==> src/rtl/vector_normaliser_if.sv <==
// Handshake bundle for vector_normaliser: the input vector stream and the normalised output stream.
interface vector_normaliser_if #(
    parameter int unsigned NUM_ELEM = 4,
    parameter int unsigned ELEM_W   = 16
);
    logic                       in_valid;
    logic                       in_ready;
    logic [NUM_ELEM*ELEM_W-1:0] in_data;
    logic                       out_valid;
    logic                       out_ready;
    logic [NUM_ELEM*ELEM_W-1:0] out_data;
    logic                       out_zero_mag;

    modport master (
        output in_valid, in_data, out_ready,
        input  in_ready, out_valid, out_data, out_zero_mag
    );
    modport slave (
        input  in_valid, in_data, out_ready,
        output in_ready, out_valid, out_data, out_zero_mag
    );
endinterface

==> src/rtl/vector_normaliser.sv <==
// Fixed-point vector normaliser: serial sum of squares, restoring square root and
// per-element restoring division with round-half-up and saturation.
module vector_normaliser #(
    parameter int unsigned NUM_ELEM          = 4,
    parameter int unsigned INPUT_INT_WIDTH   = 2,
    parameter int unsigned INPUT_FRACT_WIDTH = 14
) (
    input  logic               clk,
    input  logic               rst_n,
    vector_normaliser_if.slave bus,
    output logic               busy
);
    localparam int unsigned W    = INPUT_INT_WIDTH + INPUT_FRACT_WIDTH;
    localparam int unsigned F    = INPUT_FRACT_WIDTH;
    localparam int unsigned SW   = 2 * W + $clog2(NUM_ELEM);
    localparam int unsigned R    = (SW + 1) / 2;
    localparam int unsigned D    = W + 1;
    localparam int unsigned RemW = R + 3;
    localparam int unsigned NW   = W + F + 1;
    localparam int unsigned EW   = $clog2(NUM_ELEM);
    localparam int unsigned CW   = $clog2(R);

    localparam logic [CW-1:0] RLast  = CW'(R - 1);
    localparam logic [CW-1:0] DLast  = CW'(D - 1);
    localparam logic [EW-1:0] ELast  = EW'(NUM_ELEM - 1);
    localparam logic [D:0]    MaxMag = {3'b000, {(W - 1){1'b1}}};

    typedef enum logic [2:0] {StIdle, StSqsum, StSqrt, StDiv, StOut} state_e;

    state_e          state_q, state_d;
    logic [W-1:0]    elem_q [NUM_ELEM];
    logic [W-1:0]    elem_d [NUM_ELEM];
    logic [W-1:0]    res_q  [NUM_ELEM];
    logic [W-1:0]    res_d  [NUM_ELEM];
    logic [SW-1:0]   acc_q, acc_d;
    logic [2*R-1:0]  s_q, s_d;
    logic [RemW-1:0] rem_q, rem_d;
    logic [R-1:0]    root_q, root_d;
    logic [R:0]      dr_q, dr_d;
    logic [D-1:0]    dsh_q, dsh_d;
    logic [D-1:0]    quo_q, quo_d;
    logic [EW-1:0]   eidx_q, eidx_d;
    logic [CW-1:0]   cnt_q, cnt_d;
    logic            zero_q, zero_d;

    logic signed [W-1:0]   sq_op;
    logic signed [2*W-1:0] sq;
    logic [RemW-1:0]       rem_sh, trial;
    logic [R:0]            dr_sh;
    logic                  qbit, load_div;
    logic [D:0]            q_rnd;
    logic [W-1:0]          mag_w, x_sel, x_mag;
    logic [NW-1:0]         dvd;
    logic [NUM_ELEM*W-1:0] out_pack;

    always_comb begin
        state_d  = state_q;
        elem_d   = elem_q;
        res_d    = res_q;
        acc_d    = acc_q;
        s_d      = s_q;
        rem_d    = rem_q;
        root_d   = root_q;
        dr_d     = dr_q;
        dsh_d    = dsh_q;
        quo_d    = quo_q;
        eidx_d   = eidx_q;
        cnt_d    = cnt_q;
        zero_d   = zero_q;
        sq_op    = '0;
        sq       = '0;
        rem_sh   = '0;
        trial    = '0;
        dr_sh    = '0;
        qbit     = 1'b0;
        load_div = 1'b0;
        q_rnd    = '0;
        mag_w    = '0;
        x_sel    = '0;
        x_mag    = '0;
        dvd      = '0;

        case (state_q)
            StIdle: begin
                if (bus.in_valid) begin
                    for (int i = 0; i < NUM_ELEM; i++) begin
                        elem_d[i] = bus.in_data[(NUM_ELEM-1-i)*W +: W];
                    end
                    acc_d   = '0;
                    eidx_d  = '0;
                    zero_d  = 1'b0;
                    state_d = StSqsum;
                end
            end
            StSqsum: begin
                sq_op  = signed'(elem_q[eidx_q]);
                sq     = sq_op * sq_op;
                acc_d  = acc_q + {{(SW - 2 * W){1'b0}}, sq};
                eidx_d = eidx_q + EW'(1);
                if (eidx_q == ELast) begin
                    eidx_d = '0;
                    if (acc_d == '0) begin
                        for (int i = 0; i < NUM_ELEM; i++) res_d[i] = '0;
                        zero_d  = 1'b1;
                        state_d = StOut;
                    end else begin
                        s_d             = '0;
                        s_d[SW-1:0]     = acc_d;
                        rem_d           = '0;
                        root_d          = '0;
                        cnt_d           = '0;
                        state_d         = StSqrt;
                    end
                end
            end
            StSqrt: begin
                rem_sh = (rem_q << 2) | RemW'(s_q[2*R-1 -: 2]);
                trial  = (RemW'(root_q) << 2) | RemW'(1);
                s_d    = s_q << 2;
                if (rem_sh >= trial) begin
                    rem_d  = rem_sh - trial;
                    root_d = (root_q << 1) | R'(1);
                end else begin
                    rem_d  = rem_sh;
                    root_d = root_q << 1;
                end
                cnt_d = cnt_q + CW'(1);
                if (cnt_q == RLast) begin
                    cnt_d    = '0;
                    eidx_d   = '0;
                    load_div = 1'b1;
                    state_d  = StDiv;
                end
            end
            StDiv: begin
                dr_sh = (dr_q << 1) | (R + 1)'(dsh_q[D-1]);
                qbit  = (dr_sh >= {1'b0, root_q});
                dr_d  = qbit ? dr_sh - {1'b0, root_q} : dr_sh;
                dsh_d = dsh_q << 1;
                quo_d = (quo_q << 1) | D'(qbit);
                cnt_d = cnt_q + CW'(1);
                if (cnt_q == DLast) begin
                    cnt_d = '0;
                    // Quotient carries one extra fraction bit, used for round half up.
                    q_rnd = ({1'b0, quo_d} + (D + 1)'(1)) >> 1;
                    if (q_rnd > MaxMag) q_rnd = MaxMag;
                    mag_w = q_rnd[W-1:0];
                    res_d[eidx_q] = elem_q[eidx_q][W-1] ? (~mag_w + W'(1)) : mag_w;
                    if (eidx_q == ELast) begin
                        state_d = StOut;
                    end else begin
                        eidx_d   = eidx_q + EW'(1);
                        load_div = 1'b1;
                    end
                end
            end
            StOut: begin
                if (bus.out_ready) state_d = StIdle;
            end
            default: state_d = StIdle;
        endcase

        if (load_div) begin
            x_sel = elem_q[eidx_d];
            // Two's complement negate maps the most negative code onto 2^(W-1) unsigned.
            x_mag = x_sel[W-1] ? (~x_sel + W'(1)) : x_sel;
            dvd   = {x_mag, {(F + 1){1'b0}}};
            dr_d  = '0;
            dr_d[F-1:0] = dvd[NW-1:D];
            dsh_d = dvd[D-1:0];
            quo_d = '0;
        end
    end

    always_ff @(posedge clk or negedge rst_n) begin
        if (!rst_n) begin
            state_q <= StIdle;
            for (int i = 0; i < NUM_ELEM; i++) begin
                elem_q[i] <= '0;
                res_q[i]  <= '0;
            end
            acc_q  <= '0;
            s_q    <= '0;
            rem_q  <= '0;
            root_q <= '0;
            dr_q   <= '0;
            dsh_q  <= '0;
            quo_q  <= '0;
            eidx_q <= '0;
            cnt_q  <= '0;
            zero_q <= 1'b0;
        end else begin
            state_q <= state_d;
            elem_q  <= elem_d;
            res_q   <= res_d;
            acc_q   <= acc_d;
            s_q     <= s_d;
            rem_q   <= rem_d;
            root_q  <= root_d;
            dr_q    <= dr_d;
            dsh_q   <= dsh_d;
            quo_q   <= quo_d;
            eidx_q  <= eidx_d;
            cnt_q   <= cnt_d;
            zero_q  <= zero_d;
        end
    end

    always_comb begin
        out_pack = '0;
        for (int i = 0; i < NUM_ELEM; i++) begin
            out_pack[(NUM_ELEM-1-i)*W +: W] = res_q[i];
        end
    end

    assign bus.out_data     = out_pack;
    assign bus.out_valid    = (state_q == StOut);
    assign bus.out_zero_mag = zero_q;
    assign bus.in_ready     = (state_q == StIdle);
    assign busy             = (state_q != StIdle);
endmodule

==> src/flat_wrapper.sv <==
// flat-port wrapper written by rule: the top's interface ports become plain ports
module vector_normaliser_flat 
#(
    parameter int unsigned NUM_ELEM          = 4,
    parameter int unsigned INPUT_INT_WIDTH   = 2,
    parameter int unsigned INPUT_FRACT_WIDTH = 14
)
  (clk, rst_n, busy, bus_in_valid, bus_in_data, bus_out_ready, bus_in_ready, bus_out_valid, bus_out_data, bus_out_zero_mag);
  vector_normaliser_if #(.NUM_ELEM(NUM_ELEM), .ELEM_W((16))) bus_i ();
  input  logic clk;
  input  logic rst_n;
  output logic busy;
  input wire logic [$bits(bus_i.in_valid)-1:0] bus_in_valid;
  input wire logic [$bits(bus_i.in_data)-1:0] bus_in_data;
  input wire logic [$bits(bus_i.out_ready)-1:0] bus_out_ready;
  output wire logic [$bits(bus_i.in_ready)-1:0] bus_in_ready;
  output wire logic [$bits(bus_i.out_valid)-1:0] bus_out_valid;
  output wire logic [$bits(bus_i.out_data)-1:0] bus_out_data;
  output wire logic [$bits(bus_i.out_zero_mag)-1:0] bus_out_zero_mag;
  assign bus_i.in_valid = bus_in_valid;
  assign bus_i.in_data = bus_in_data;
  assign bus_i.out_ready = bus_out_ready;
  assign bus_in_ready = bus_i.in_ready;
  assign bus_out_valid = bus_i.out_valid;
  assign bus_out_data = bus_i.out_data;
  assign bus_out_zero_mag = bus_i.out_zero_mag;
  vector_normaliser #(.NUM_ELEM(NUM_ELEM), .INPUT_INT_WIDTH(INPUT_INT_WIDTH), .INPUT_FRACT_WIDTH(INPUT_FRACT_WIDTH)) u_core (.clk(clk), .rst_n(rst_n), .bus(bus_i), .busy(busy));
endmodule
==> config.mk <==
export PLATFORM = sky130hd
export DESIGN_NAME = vector_normaliser_flat
export DESIGN_NICKNAME = d
export VERILOG_FILES = /design/src/rtl/vector_normaliser_if.sv /design/src/rtl/vector_normaliser.sv /design/src/flat_wrapper.sv
export SDC_FILE = /design/constraint.sdc
export NUM_CORES = 1
export LEC_CHECK = 0
export CAP_MARGIN = 30
export CORE_ASPECT_RATIO = 0.7
export CORE_MARGIN = 5
export CORE_UTILIZATION = 60
export DETAILED_ROUTE_END_ITERATION = 12
export PLACE_DENSITY = 0.8
export REMOVE_ABC_BUFFERS = 1
export SETUP_SLACK_MARGIN = 0.1
export SLEW_MARGIN = 0
export SYNTH_ARGS = -nofsm -noshare
export SYNTH_HDL_FRONTEND = slang
export SYNTH_SLANG_ARGS = --single-unit
==> constraint.sdc <==
create_clock -name clk -period 13.25 [get_ports clk]
set_input_delay 1.325 -clock clk [delete_from_list [all_inputs] [get_ports clk]]
set_output_delay 1.325 -clock clk [all_outputs]
set_load 0.02 [all_outputs]
==> flow_summary.json <==
{
  "dieArea_mm2": 0.0470,
  "hold_violations": 0,
  "finalCritPeriodShare_pct": 92.7,
  "setup_violations": 0,
  "syn_area_per_cell_um2": 9.38,
  "start_kind": "flip-flop",
  "ctsResizeCount": 0,
  "num_rows": 63,
  "yosysTopAreaCellShare_pct": 27.0,
  "synth_top_area_cell": "dfrtp_1",
  "grt_use_total_pct": 29.9,
  "worstSetupPathType": "reg2reg",
  "h-tree-depth": 1,
  "ant_nets": 0,
  "cts_buffers": 29,
  "crit_path_max_incr_delay_ns": 0.70,
  "gp_congestion": 0.969,
  "routed_wl_mm": 70.6,
  "drv_cap": 0,
  "whs_ns": 0.500,
  "synthCells": 2734,
  "grt_pass1_vias": 21400,
  "yosysSeqAreaShare_pct": 27.0,
  "core_area_mm2": 0.0423,
  "die_h_um": 183,
  "rsz0062_at_grt": "false",
  "synth_area_leaders": "dfrtp_1 27%, fa_1 19%, ha_1 7.9%, inv_1 5.3%, nand2_1 4.1%",
  "area_delta_synth_final_pct": 11.4,
  "finalClockSkew_ns": 0.0133,
  "io-pin-count": 136,
  "remaining_drc_errors": 0,
  "critPathRequiredTime_ns": 13.75,
  "synth-main-ff-cell": "dfrtp_1",
  "root_buffer": "clkbuf_16",
  "place_hpwl_mm": 55.0,
  "tightest_slew_ns": 1.07,
  "drtIter0Drc": 2097,
  "wl_per_cell_um": 20.8,
  "cts_sinks": 277,
  "start_util_pct": 60.6,
  "finalMaxSlewViolations": 0,
  "cts_tree": "yes",
  "postCtsSetupBuffers": 0,
  "clkSlewWorstSetupHoldPaths_ns": 0.07,
  "status": "finished, final reports clean",
  "cts_buffer_depth": 3,
  "relSlewSlack_pct": 28.4,
  "routed_via_density": 6.23,
  "fmax_mhz": 81.4,
  "nets": 3290,
  "placed_cells": 3338,
  "ys_types": 86,
  "cp-end-kind": "flip-flop",
  "finalCriticalPeriod_ns": 12.28,
  "yosysWarnings": 0,
  "antenna_found_initial": 0,
  "dr.pass1.iters": 6,
  "synth_edf_count": 0,
  "cp.arrival_ns": 12.78,
  "cp_slowest_cell": "a221oi_1",
  "critPathMaxFanout": 28,
  "grt_pass1_wl_mm": 114,
  "path_common_cell": "fa_1",
  "setup_tns_ns": 0,
  "post_synth_instance_area_mm2": 0.0256,
  "via_count": 21100,
  "min_path_type": "reg2reg",
  "cts_hold_buffers": 0,
  "antenna_cells": 0,
  "final_core_utilization_pct": 67.5,
  "dieWidth_um": 257,
  "clkLatencyLatePin_ns": 0.59,
  "r2r_slack_ns": 0.97,
  "finalNonFillerCells": 3390,
  "grt_overflow_total": 0,
  "layout-drive-gt1-share_pct": 7.15,
  "io_buffers": 135,
  "grt_max_degree": 177,
  "ys_ff_latch": 277,
  "async_flop_share_pct": 100
}
-- sequential cells by signal, summed over array words and instances, names as in the netlist --
register,cells
u_core.acc_q,34
u_core.bus.out_data,64
u_core.bus.out_zero_mag,1
u_core.cnt_q,5
u_core.dr_q,17
u_core.dsh_q,2
u_core.eidx_q,2
u_core.elem_q,64
u_core.quo_q,16
u_core.rem_q,18
u_core.root_q,17
u_core.s_q,34
u_core.state_q,3
-- worst max-delay path: cells and delay by family, from the launching register on --
family	cells	cell delay, ns
buffers and inverters	6	1.33
flip-flops	1	0.58
XOR/XNOR	1	0.16
AO/OA/AOI/OAI	15	4.53
multiplexers	1	0.26
AND/OR/NAND/NOR	6	1.66
adder cells (fa/ha/maj)	8	3.65
-- layout make-up --
class	count	area [um^2]
sequential	277	6930
multi-input combinational	1971	16900
timing repair buffer	172	1650
clock inverter	15	249
inverter	367	1380
fill	3205	13800
clock buffer	36	762
tap	552	691
-- logic make-up (layout without fill, tap and decap cells) --
family	count (synthesis)	count (layout)	synth area share, %
buffers and inverters	486	590	7.18
adders and majority gates	404	404	26.8
AOI/OAI and AO/OA	615	615	16.6
muxes	117	117	5.23
DFF	277	277	27.0
and+or+nand+nor	717	717	13.1
xor gates and xnor gates	118	118	4.03
-- synthesized netlist by cell type, types with 6 or more instances --
cell type    n
inv_1      360
nand2_1    280
dfrtp_1    277
fa_1       243
ha_1       161
nor2_1     149
a21oi_1    113
o21ai_0    111
clkbuf_1    99
mux2_2      76
xnor2_1     70
nand3_1     69
a22o_1      52
xor2_1      48
a21o_1      38
and2_1      38
nor3_1      38
mux2i_1     35
a22oi_1     34
a211oi_1    33
nand2b_1    28
and3_1      23
o22ai_1     23
o2bb2ai_1   23
a221o_1     21
nand4_1     21
o21a_1      21
o21ai_1     20
o211ai_1    16
a31oi_1     15
buf_1       13
nor2b_1     13
o31ai_1     13
or3_1       11
o21bai_1    10
or2_2       10
a211o_1      6
mux4_2       6
nand3b_1     6
o221ai_1     6
or4_1        6
-- cell usage in the layout, fill, tap and decap left out, types with 33 or more instances in the layout --
cell	Yosys	routed
inv_1	360	360
nand2_1	280	279
dfrtp_1	277	277
fa_1	243	243
ha_1	161	161
nor2_1	149	147
clkdlybuf4s50_1	0	134
a21oi_1	113	112
o21ai_0	111	111
mux2_2	76	76
xnor2_1	70	70
nand3_1	69	69
a22o_1	52	52
xor2_1	48	48
and2_1	38	38
a21o_1	38	38
nor3_1	38	37
mux2i_1	35	35
a22oi_1	34	33
a211oi_1	33	33
buf_4	1	33
-- layer usage --
metal | share of wire, % | global-route usage (%) | vias to the layer above
met5 | 0 | 0 | -
met2 | 46 | 48.2 | 940
met1 | 41 | 40.6 | 10500
li1 | - | - | 9518
met3 | 7.5 | 4.83 | 157
met4 | 5.2 | 13.0 | 0
-- final timing paths --
check,end,start,depth (start not counted)
setup / recovery,u_core.root_q[2],u_core.eidx_q[1],37
hold / removal,u_core.rem_q[16],u_core.rem_q[16],1
setup reg to reg,u_core.root_q[2],u_core.eidx_q[1],37
hold reg to reg,u_core.rem_q[16],u_core.rem_q[16],1
max in group asynchronous,u_core.acc_q[32],rst_n,2
min in group asynchronous,u_core.cnt_q[4],rst_n,1
-- metrics by stage --
step | cell area, um^2 | worst slack, ns
after floorplan | 25200 | 1.97
after CTS | 28600 | 1.15
final | 28600 | 0.970
after detailed placement | 27500 | 1.22
after global routing | 28600 | 0.156
after global placement | 27500 | 1.44
Power is left out: the tool's default activity adds up to more than one toggle a clock period on the data nets, which glitch-free logic cannot reach.
